<file path="config.mk">
export PLATFORM = sky130hd
export DESIGN_NAME = bitwise_logic_unit
export DESIGN_NICKNAME = d
export VERILOG_FILES = /design/src/rtl/bitwise_logic_unit.sv
export SDC_FILE = /design/constraint.sdc
export NUM_CORES = 1
export LEC_CHECK = 0
export ABC_AREA = 1
export ABC_CLOCK_PERIOD_IN_PS = 2640
export BUFFER_PORTS_ARGS = -buffer_cell sky130_fd_sc_hd__buf_2
export CAP_MARGIN = 20
export CORE_MARGIN = 10
export CORE_UTILIZATION = 52
export DETAILED_ROUTE_END_ITERATION = 8
export PLACE_DENSITY = 0.84
export SYNTH_ARGS = -nofsm -noshare
export SYNTH_HDL_FRONTEND = slang
export SYNTH_SLANG_ARGS = --single-unit
</file>
<file path="constraint.sdc">
create_clock -name clk -period 2.64 [get_ports clk]
set_input_delay 0.264 -clock clk [delete_from_list [all_inputs] [get_ports clk]]
set_output_delay 0.264 -clock clk [all_outputs]
set_load 0.01 [all_outputs]
</file>
<file path="src/rtl/bitwise_logic_unit.sv">
// Multi-cycle AND/OR/XOR/NOR unit, SLICE bits per clock, start/busy/done handshake, N-clock latency.
// Optional BLU_ABORT_EN adds an abort input that cancels a running operation.
module bitwise_logic_unit #(
   parameter int WIDTH = 32,
   parameter int SLICE = 8
) (
   input  logic             clk,
   input  logic             rst_n,
`ifdef BLU_ABORT_EN
   input  logic             abort,
`endif
   input  logic             start,
   input  logic [1:0]       op,
   input  logic [WIDTH-1:0] a,
   input  logic [WIDTH-1:0] b,
   output logic             busy,
   output logic             done,
   output logic [WIDTH-1:0] result,
   output logic             zero
);

   localparam int N  = WIDTH / SLICE;
   localparam int IW = (N > 1) ? $clog2(N) : 1;
   localparam logic [IW-1:0] LAST = IW'(N - 1);

   typedef enum logic [1:0] {IDLE, RUN, DONE} state_t;

   state_t           state, state_nxt;
   logic [1:0]       op_q;
   logic [WIDTH-1:0] a_q, b_q, part, full;
   logic [IW-1:0]    idx;
   logic [SLICE-1:0] a_s, b_s, y_s;
   logic             accept, last, kill;
   int               base;

   assign accept = start && (state != RUN);
   assign last   = (idx == LAST);
`ifdef BLU_ABORT_EN
   assign kill   = abort && (state == RUN);
`else
   assign kill   = 1'b0;
`endif

   always_ff @(posedge clk or negedge rst_n) begin
      if (!rst_n) state <= IDLE;
      else        state <= state_nxt;
   end

   always_comb begin
      state_nxt = state;
      case (state)
         IDLE:    if (start) state_nxt = RUN;
         RUN: begin
            if (kill)      state_nxt = IDLE;
            else if (last) state_nxt = DONE;
         end
         DONE:    state_nxt = start ? RUN : IDLE;
         default: state_nxt = IDLE;
      endcase
   end

   // Slice of the latched operands selected by idx, merged into the partial word.
   always_comb begin
      base = int'(idx) * SLICE;
      a_s  = a_q[base +: SLICE];
      b_s  = b_q[base +: SLICE];
      case (op_q)
         2'b00:   y_s = a_s & b_s;
         2'b01:   y_s = a_s | b_s;
         2'b10:   y_s = a_s ^ b_s;
         default: y_s = ~(a_s | b_s);
      endcase
      full = part;
      full[base +: SLICE] = y_s;
   end

   always_ff @(posedge clk or negedge rst_n) begin
      if (!rst_n) begin
         op_q   <= '0;
         a_q    <= '0;
         b_q    <= '0;
         idx    <= '0;
         part   <= '0;
         result <= '0;
         zero   <= 1'b1;
      end else if (accept) begin
         op_q <= op;
         a_q  <= a;
         b_q  <= b;
         idx  <= '0;
         part <= '0;
      end else if (state == RUN && !kill) begin
         part <= full;
         // idx saturates at the last slice; the next accept clears it.
         if (!last) begin
            idx <= idx + 1'b1;
         end else begin
            result <= full;
            zero   <= (full == '0);
         end
      end
   end

   assign busy = (state == RUN);
   assign done = (state == DONE);

endmodule

</file>
==> results of run 1 <==
==> layer usage <==
layer,part of all wire [%],wire length [um]
met5,0.072,13
met4,1.8,321
met3,7.2,1300
met2,49,8810
met1,42,7510
==> cells in the final DEF (no fill, tap or decap), drive strengths merged <==
cell type    netlist  final
inv               65     64
mux2              65     65
a32oi             16     16
clkinv             1      7
diode              0      1
a21oi             18     18
dfstp              1      1
o22ai              4      4
nand2            197    197
nand3             28     28
nor3               3      3
bufinv             0      3
clkbuf            13     26
nand4             18     18
o21bai             1      1
a22o               8      8
a32o               2      2
nor2              32     32
o21ai             62     62
buf               22    131
dfrtp            134    134
ha                22     22
clkinvlp           0      1
dlygate4sd3        0      1
==> Yosys cell counts, types with 5 or more instances <==
master and n:
mux2_2 65, buf_2 13, clkbuf_1 13, o21ai_0 14
nand2_1 194, a21oi_1 18, inv_1 61, nor2_1 28
buf_1 5, nand4_1 18, nand3_2 15, o21ai_1 47
nand3_1 13, a22o_1 8, dfrtp_1 134, ha_1 22
a32oi_1 16
==> cell families after synthesis <==
group | after synthesis
and+or+nand+nor | 278
muxes | 65
DFF | 135
adders and majority gates | 22
buffers and inverters | 101
AOI/OAI and AO/OA | 111
==> stage by stage <==
stage                     TNS, ps  std cells  power, mW  hold slack (ps)
after detailed placement        0        976       8.41              316
after CTS                       0       1009       10.9             52.5
after floorplan                 0        712       6.90            -31.6
after global placement          0        976       8.21              322
after global routing        -74.7       1016       12.4             57.7
final                           0       1017       11.6             60.9
==> power by group through the flow <==
stage          sequential (mW)  clock, mW  combinational [mW]
5_1_grt                   3.67       2.54                6.20
4_1_cts                   3.54       2.44                4.90
6_report                  3.58       2.41                5.60
2_1_floorplan             3.45          0                3.44
3_5_place_dp              3.55          0                4.86
3_3_place_gp              3.50          0                4.70
==> area by class of cell <==
type,count,area [sq um]
fill,968,4180
sequential,135,3380
multi-input combinational,476,3090
timing repair buffer,135,896
clock buffer,23,478
inverter,66,259
tap,172,215
clock inverter,9,123
antenna,1,2.50
==> state kept, by name, indices dropped and copies added, names as in the netlist <==
signal	flops
idx	2
part	32
zero	1
b_q	32
state	2
a_q	32
op_q	2
result	32
==> timing repair <==
item                       in CTS  in global routing
hold endpoints to repair       45                  0
gates resized for setup         0                 38
setup endpoints to repair       0                  9
setup buffers                   0                  4
hold buffers                    1                  0
==> worst paths after layout <==
| check | start | slack [ps] | cells after the start | to |
|---|---|---|---|---|
| max in group asynchronous | rst_n | 1490 | 3 | b_q[4]$_DFFE_PN0P_ |
| min in group asynchronous | rst_n | 420 | 2 | result[27]$_DFFE_PN0P_ |
| setup reg to reg | idx[0]$_DFFE_PN0P_ | 170 | 16 | zero$_DFFE_PN1P_ |
| hold reg to reg | result[5]$_DFFE_PN0P_ | 470 | 2 | result[5]$_DFFE_PN0P_ |
| setup / recovery | idx[0]$_DFFE_PN0P_ | 170 | 16 | zero$_DFFE_PN1P_ |
| hold / removal | b[19] | 60 | 2 | b_q[19]$_DFFE_PN0P_ |
==> impl_metrics.py, run 1 <==
metrics = {
    "outcome": {
        "outcome": "finished, final reports clean",
    },
    "critical_path": {
        "startpoint_type": "flop",
        "end_kind": "flop",
        "critPathTopFamily": "simple AND/OR/NAND/NOR gates",
        "max_stage_delay_ps": 440,
        "crit_buf_inv": 2,
        "path_class": "reg2reg",
        "critical-path-slowest-cell": "dfrtp_2",
        "cpMostUsedCell": "nand2_1",
        "path_cells": "buf_12, nand2_1, a32oi_2, inv_1, ha_4, o21ai_2, nand3_2, nand3_2, nand2_2, nor2_2, nand2_1, nor2_1, nand2_1, nor2_1, nand3_1, nand2_1",
        "crit_fanout": 27,
        "critPathRequiredTime_ps": 3010,
        "cp_data_arrival_time_ps": 2840,
    },
    "global_routing": {
        "grt_max_degree": 56,
        "overflow": 0,
        "grt_use_met1_pct": 24.3,
        "grt_pass1_wl_um": 28200,
        "use_met3_pct": 5.83,
        "grt_antenna_before_repair": 2,
        "track_usage_pct": 19.4,
        "grt.busiest_layer": "met2",
        "grt_pass1_vias": 5717,
        "grtUsageMet2_pct": 30.8,
    },
    "logic_synthesis": {
        "synth_warnings": 0,
        "synth_top_family_by_area": "simple AND/OR/NAND/NOR gates",
        "synth_fp_nets": 803,
        "synth_top_area_cell": "dfrtp_1",
        "synth_compound_gate_area_share_pct": 9.92,
        "ys_types": 32,
        "synth-seq-cells": 135,
        "seq_area_frac_synth_pct": 50.3,
        "synth_simple_gate_area_share_pct": 18.5,
        "synthFlopType": "dfrtp_1",
        "synthAdderAreaFrac_pct": 4.09,
        "synth_edf_count": 0,
        "avgSynthCellArea_sq_um": 9.45,
        "yosysTopAreaCellShare_pct": 49.9,
        "synthMuxAreaShare_pct": 10.9,
        "synthArstFlopShare_pct": 100,
        "synth_area_sq_mm": 0.00673,
        "synth_area_leaders": "dfrtp_1 50%, mux2_2 11%, nand2_1 11%",
        "netlist_instances": 712,
        "synth-xor-area-share_pct": 0,
    },
    "sta": {
        "slew_viol_final": 0,
        "tightestPinTransition_ps": 651,
        "final-hold-violation-count": 0,
        "maxSlewHeadroom_pct": 56.6,
        "finalSetupViolCount": 0,
        "max_freq_mhz": 405,
        "setup_ws_ps": 170,
        "finalClockSkew_ps": 10.5,
        "final.min_clock_period_ps": 2470,
        "fin_crit_sh_pct": 93.5,
    },
    "clock_tree": {
        "cts_tree": "done",
        "h-tree-depth": 4,
        "clk_path_buf_depth": 2,
        "cts_made_buffers": 17,
        "clock_sinks": 135,
        "clkLatencyLatePin_ps": 430,
        "root_buffer": "clkbuf_16",
        "clk_pin_slew_ps": 60,
    },
    "detailed_routing": {
        "drt_iter0_drc": 542,
        "ant_nets": 0,
        "viasPerCell": 5.56,
        "drt-pass1-iter-count": 5,
        "vias": 5658,
        "drc": 0,
        "wire_per_inst_um": 17.6,
        "routed_wl_um": 18000,
    },
    "placement": {
        "gp_congestion": 0.911,
        "post-place-ws_ps": 37.5,
        "dpl.hpwl_um": 12300,
        "io_buffer_count": 103,
        "place_area_sq_mm": 0.00753,
    },
    "layout": {
        "layout-drive-gt1-share_pct": 34.4,
        "area_growth_syn_to_layout_pct": 25.6,
        "fin_util_pct": 66.9,
        "final_nets": 922,
        "finalInstanceArea_sq_mm": 0.00844,
    },
    "die": {
        "io-pin-count": 104,
        "die-area_sq_mm": 0.0179,
        "start_util_pct": 53.3,
        "dieHeight_um": 134,
        "rows": 41,
        "coreArea_sq_mm": 0.0126,
        "die_w_um": 134,
    },
    "power_and_ir_drop": {
        "comb_power_share_pct": 48.3,
        "powerDensity_mw_per_mm2": 1370,
        "pwr-share-seq_pct": 30.8,
        "p_switching_mw": 4.73,
        "p_leak_nw": 4.11,
        "p_sw_share_pct": 40.8,
        "power_frac_clock_pct": 20.8,
        "ir_drop_uv": 765,
        "internal_power_mw": 6.86,
    },
    "hold_path": {
        "hp-class": "in2reg",
    },
    "flow_run": {
        "drv_cap": 0,
    },
}
No activity file was read; power rests on OpenSTA's default activity.
==> run 2: changes to the inputs <==
ABC_AREA = default   (was 1)
CORE_UTILIZATION = 51   (was 52)
MAX_ROUTING_LAYER = met4   (was default)
PLACE_DENSITY = 0.83   (was 0.84)
==> run 2 against run 1 <==
Global-route usage is 0.11 points higher. Synthesized area shrank 2.7%. Critical path depth is 6 lower. First-iteration DRC count decreased by 19%. Total power fell by 0.13%. Wire length fell by 8.8%. Design area is 4.9% lower. Highest routed layer is now met4. Setup slack worse by 95 ps. Critical endpoint unchanged. Cell count decreased by 14%.
==> impl_metrics.py, run 2 <==
metrics = {
    "outcome": {
        "outcome": "finished, final reports clean",
    },
    "logic_synthesis": {
        "netlist_instances": 566,
        "synth_top_area_cell": "dfrtp_1",
        "seq_area_frac_synth_pct": 51.6,
        "synth_fp_nets": 657,
        "synth_commonest_cells": "134 x dfrtp_1, 69 x nand2_1, 69 x o21ai_0",
        "synth_warnings": 0,
        "synth_edf_count": 0,
        "synth.most_common_cell": "dfrtp_1",
        "ys_types": 52,
        "synth_area_leaders": "dfrtp_1 51%, mux2_2 12%, mux4_2 5.5%",
        "synth_area_sq_mm": 0.00655,
        "synthFlopType": "dfrtp_1",
        "avgSynthCellArea_sq_um": 11.6,
        "yosysTopAreaCellShare_pct": 51.2,
        "synthArstFlopShare_pct": 100,
        "synth-seq-cells": 135,
    },
    "critical_path": {
        "crit_fanout": 8,
        "critical-path-slowest-cell": "mux4_2",
        "end_kind": "flop",
        "r2r-end": "zero$_DFFE_PN1P_",
        "reg2reg_slack_ps": 80,
        "startpoint_type": "flop",
        "max_stage_delay_ps": 550,
        "crit_start": "idx[0]$_DFFE_PN0P_",
        "r2r_start": "idx[0]$_DFFE_PN0P_",
        "r2r_cells": 10,
        "crit_end": "zero$_DFFE_PN1P_",
        "cp_data_arrival_time_ps": 2930,
        "path_class": "reg2reg",
        "path_cells": "buf_12, mux4_2, inv_1, ha_1, mux2i_1, nor2b_1, nor2_1, a31oi_1, nor4_1, a41o_1",
        "critPathRequiredTime_ps": 3010,
    },
    "detailed_routing": {
        "drc": 0,
        "drt-pass1-iter-count": 5,
        "wire_per_inst_um": 18.8,
        "viasPerCell": 5.54,
        "routed_wl_um": 16400,
        "vias": 4824,
        "ant_nets": 0,
        "drt_iter0_drc": 441,
    },
    "clock_tree": {
        "root_buffer": "clkbuf_16",
        "h-tree-depth": 4,
        "clock_sinks": 135,
        "clkLatencyLatePin_ps": 430,
        "clk_pin_slew_ps": 60,
        "clk_path_buf_depth": 2,
        "cts_made_buffers": 17,
        "cts_tree": "done",
    },
    "placement": {
        "gp_congestion": 0.944,
        "post-place-ws_ps": -10.1,
        "dpl.hpwl_um": 12100,
        "place_inst": 835,
        "io_buffer_count": 103,
    },
    "die": {
        "start_util_pct": 51.9,
        "coreArea_sq_mm": 0.0126,
        "die_w_um": 133,
        "die-area_sq_mm": 0.0178,
        "io-pin-count": 104,
        "dieHeight_um": 133,
        "rows": 41,
    },
    "sta": {
        "tightestPinTransition_ps": 777,
        "final-hold-violation-count": 0,
        "finalSetupViolCount": 0,
        "setup_ws_ps": 75.5,
        "final.min_clock_period_ps": 2560,
        "slew_viol_final": 0,
        "maxSlewHeadroom_pct": 48.2,
        "rsz0062_at_grt": "true",
        "max_freq_mhz": 390,
        "fin_crit_sh_pct": 97.1,
        "finalClockSkew_ps": 11.5,
    },
    "layout": {
        "layout_commonest_cell": "dfrtp_1",
        "area_growth_syn_to_layout_pct": 22.6,
        "final_nets": 776,
        "instances_no_fill": 870,
        "antenna_cells": 0,
        "final_cell_mix": "133 x dfrtp_1, 102 x buf_2, 69 x nand2_1",
        "layout-drive-gt1-share_pct": 38.4,
    },
    "global_routing": {
        "grt_pass1_vias": 5254,
        "grt_antenna_before_repair": 0,
        "grt_pass1_wl_um": 26800,
        "grt_max_degree": 67,
        "overflow": 0,
        "track_usage_pct": 19.5,
    },
    "power_and_ir_drop": {
        "ir_drop_uv": 672,
        "p_leak_nw": 3.68,
        "powerDensity_mw_per_mm2": 1440,
    },
    "flow_run": {
        "drv_cap": 0,
    },
    "hold_path": {
        "hp-class": "in2reg",
    },
}
## run 2: cell type report
cell class | count | area (sq um)
Sequential cell | 135 | 3380
Multi-Input combinational cell | 377 | 2950
Clock inverter | 7 | 116
Clock buffer | 25 | 485
Timing Repair Buffer | 128 | 776
Fill cell | 1002 | 4590
Tap cell | 172 | 215
Inverter | 26 | 98.8
## run 2: cell families (layout without fill, tap and decap cells)
logic type      after synthesis  after routing  synth area share (%)
flops                       135            135                  51.6
compound gates              133            133                  12.4
simple gates                133            133                  9.79
mux                          89             89                  18.0
buf+inv                      54            186                  3.94
fa+ha+maj                    22             22                  4.21
## run 2: report_power, final
group	internal (mW)	leakage (nW)	switching, mW	total (mW)
Sequential	2.95	1.71	0.578	3.53
Combinational	2.52	1.68	3.11	5.63
Clock	1.56	0.292	0.856	2.42
Total	7.03	3.68	4.54	11.6
## run 2: timing repair
action / CTS / global route
endpoints found under the hold margin: 46 / 0
gates resized for setup: 2 / 7
hold buffers: 1 / 0
gates cloned: 0 / 1
pin swaps: 0 / 5
setup buffers: 0 / 1
setup endpoints to repair: 1 / 16
## run 2: worst min-delay path by stage
stage | startpoint | endpoint | slack [ps] | cells past startpoint
3_5_place_dp | rst_n | result[28]$_DFFE_PN0P_ | 330 | 1
3_3_place_gp | rst_n | result[28]$_DFFE_PN0P_ | 310 | 1
4_1_cts | a[6] | a_q[6]$_DFFE_PN0P_ | 60 | 2
2_1_floorplan | rst_n | a_q[0]$_DFFE_PN0P_ | -30 | 0
5_1_grt | a[27] | a_q[27]$_DFFE_PN0P_ | 60 | 2
6_report | a[18] | a_q[18]$_DFFE_PN0P_ | 70 | 2
## run 2: per-stage QoR
step	hold slack (ps)	area, sq um	power, mW	utilization [%]	setup TNS [ps]
global placement	314	7340	8.69	58.2	0
finish	66.7	8030	11.6	63.6	0
detailed placement	332	7340	8.96	58.2	-10.1
CTS	55.8	7970	11.5	63.1	0
floorplan	-31.6	6550	7.13	-	0
global route	63.9	8030	12.3	63.6	-43.0
## run 2: routing by layer
| layer | GRT usage [%] | vias up | wire length, um |
|---|---|---|---|
| met4 | 6.71 | 0 | 295 |
| li1 | - | 2255 | - |
| met3 | 5.04 | 30 | 908 |
| met5 | - | - | 0 |
| met1 | 23.7 | 2370 | 7160 |
| met2 | 30.9 | 169 | 8010 |
## run 2: critical path, delay by kind of cell, from the launching register on
kind,cells,cell delay [ps]
muxes,2,680
AOI/OAI and AO/OA,2,320
and+or+nand+nor,3,600
buffers and inverters,2,250
adders and majority gates,1,230
DFF,1,440
==> run 3: changes to the inputs <==
CORE_ASPECT_RATIO = 1.75   (was default)
==> run 3 against run 2 <==
Critical endpoint unchanged. Highest routed layer unchanged. Die area grew 1.0%. Critical path depth shrank 1. Flip-flop and latch count is the same. Clock-buffer cell count shrank 7. Maximum frequency shrank 0.55%. Sequential share of layout area shrank 0.19 points. Cell count grew 0.92%. Worst hold slack gained 2.7 ps. Critical path type unchanged. Combinational power grew 7.5%. Largest cell class unchanged. Non-clock buffer count grew 13.
==> impl_metrics.py, run 3 (synthesis results as in run 2) <==
metrics = {
    "global_routing": {
        "track_usage_pct": 20.3,
        "overflow": 0,
        "grt_antenna_before_repair": 0,
        "grt_pass1_vias": 5290,
        "grt_use_met1_pct": 20.6,
        "grt_pass1_wl_um": 27500,
        "use_met3_pct": 4.31,
        "grtUsageMet2_pct": 35.0,
        "grt.busiest_layer": "met2",
        "grt_max_degree": 70,
    },
    "critical_path": {
        "startpoint_type": "flop",
        "cp_data_arrival_time_ps": 2940,
        "crit_fanout": 8,
        "r2r_cells": 9,
        "path_class": "reg2reg",
        "r2r_start": "idx[0]$_DFFE_PN0P_",
        "critPathRequiredTime_ps": 3000,
        "reg2reg_slack_ps": 60,
        "r2r-end": "zero$_DFFE_PN1P_",
        "end_kind": "flop",
    },
    "power_and_ir_drop": {
        "powerDensity_mw_per_mm2": 1460,
        "p_leak_nw": 3.71,
        "ir_drop_uv": 762,
    },
    "die": {
        "start_util_pct": 52.4,
        "dieHeight_um": 170,
        "coreArea_sq_mm": 0.0125,
        "die_w_um": 106,
        "die-area_sq_mm": 0.0179,
        "io-pin-count": 104,
        "rows": 54,
    },
    "sta": {
        "maxSlewHeadroom_pct": 39.6,
        "slew_viol_final": 0,
        "max_freq_mhz": 388,
        "finalClockSkew_ps": 8.35,
        "hold_ws_ps": 69.4,
        "final.min_clock_period_ps": 2580,
        "fin_crit_sh_pct": 97.7,
        "final-hold-violation-count": 0,
        "tightestPinTransition_ps": 907,
        "finalSetupViolCount": 0,
    },
    "placement": {
        "gp_congestion": 1.00,
        "io_buffer_count": 103,
        "place_area_sq_mm": 0.00738,
        "dpl.hpwl_um": 13000,
    },
    "layout": {
        "antenna_cells": 0,
        "layout_commonest_cell": "dfrtp_1",
        "layout-drive-gt1-share_pct": 40.4,
        "final_cell_mix": "133 x dfrtp_1, 102 x buf_2, 69 x nand2_1",
        "fill_cells": 1026,
        "finalInstanceArea_sq_mm": 0.00806,
        "area_growth_syn_to_layout_pct": 23.2,
        "final_nets": 789,
    },
    "clock_tree": {
        "clk_path_buf_depth": 2,
        "cts_made_buffers": 17,
        "clkLatencyLatePin_ps": 420,
        "cts_tree": "done",
        "h-tree-depth": 4,
        "clk_pin_slew_ps": 60,
        "root_buffer": "clkbuf_16",
        "clock_sinks": 135,
    },
    "hold_path": {
        "min_to": "b_q[21]$_DFFE_PN0P_",
        "hp-class": "in2reg",
        "min-delay-start": "b[21]",
        "min_path_cells": 2,
    },
    "detailed_routing": {
        "viasPerCell": 5.57,
        "vias": 4893,
        "routed_wl_um": 17500,
        "wire_per_inst_um": 19.9,
        "drc": 0,
        "ant_nets": 0,
        "drt_iter0_drc": 230,
        "drt-pass1-iter-count": 7,
    },
    "flow_run": {
        "drv_cap": 0,
    },
    "outcome": {
        "outcome": "finished, final reports clean",
    },
}
==> run 3: changes by cell type in the layout (fill, tap and decap cells not counted), sizes merged <==
cell,delta
buf,+13
bufinv,-3
clkbuf,-7
clkinv,+7
clkinvlp,+3
inv,-1
==> run 3: worst max path at each step <==
stage / from / slack (ps) / end
2_1_floorplan: idx[0]$_DFFE_PN0P_ / 60 / zero$_DFFE_PN1P_
3_3_place_gp: idx[0]$_DFFE_PN0P_ / 90 / zero$_DFFE_PN1P_
3_5_place_dp: idx[0]$_DFFE_PN0P_ / 30 / zero$_DFFE_PN1P_
4_1_cts: idx[0]$_DFFE_PN0P_ / 10 / zero$_DFFE_PN1P_
5_1_grt: idx[0]$_DFFE_PN0P_ / -20 / zero$_DFFE_PN1P_
6_report: idx[0]$_DFFE_PN0P_ / 60 / zero$_DFFE_PN1P_
==> run 3: where the power goes <==
part           internal (mW)  leakage (nW)  switching [mW]
sequential              2.95          1.71           0.651
clock                   1.18         0.247           0.911
combinational           2.77          1.75            3.28
total                   6.91          3.71            4.84
==> run 3: stage by stage <==
| step | setup TNS, ps | power, mW | utilization (%) | std cells | setup WS [ps] |
|---|---|---|---|---|---|
| final | 0 | 11.7 | 64.5 | 878 | 61.3 |
| after global routing | -38.5 | 12.5 | 64.5 | 878 | -16.9 |
| after CTS | 0 | 11.3 | 63.3 | 869 | 9.94 |
| after detailed placement | 0 | 9.17 | 59.1 | 837 | 31.7 |
| after global placement | 0 | 8.98 | 59.1 | 837 | 90.6 |
| after floorplan | 0 | 7.13 | - | 566 | 58.7 |
==> run 3: cell type report <==
class,count,area [sq um],share of cell area (%)
multi-input cells,377,2980,37.0
clock inverters,13,86.3,1.07
well taps,168,210,2.61
inverters,26,98.8,1.23
clock buffers,18,429,5.32
flip-flops and latches,135,3380,41.9
repair buffers,141,877,10.9
==> run 3: what timing repair did <==
| action | in CTS | in global routing |
|---|---|---|
| gates cloned | 0 | 1 |
| setup buffers | 0 | 8 |
| endpoints found under the setup margin | 1 | 6 |
| pin swaps | 0 | 9 |
| hold buffers | 1 | 0 |
| endpoints found under the hold margin | 35 | 0 |
| gates resized for setup | 1 | 14 |
==> run 3: layer usage <==
layer | vias up | part of all wire, %
li1 | 2285 | -
met1 | 2390 | 37
met2 | 170 | 54
met3 | 48 | 4.5
met4 | 0 | 4.9
met5 | - | 0
==> run 3: worst max-delay path: stages, from the launching register on <==
cell and delay (ps):
dfrtp_2 440, clkbuf_16 200, mux4_2 510, inv_1 70, ha_1 210, mux2_4 300
a21oi_4 250, a31oi_1 140, nor4_1 200, a41o_1 190
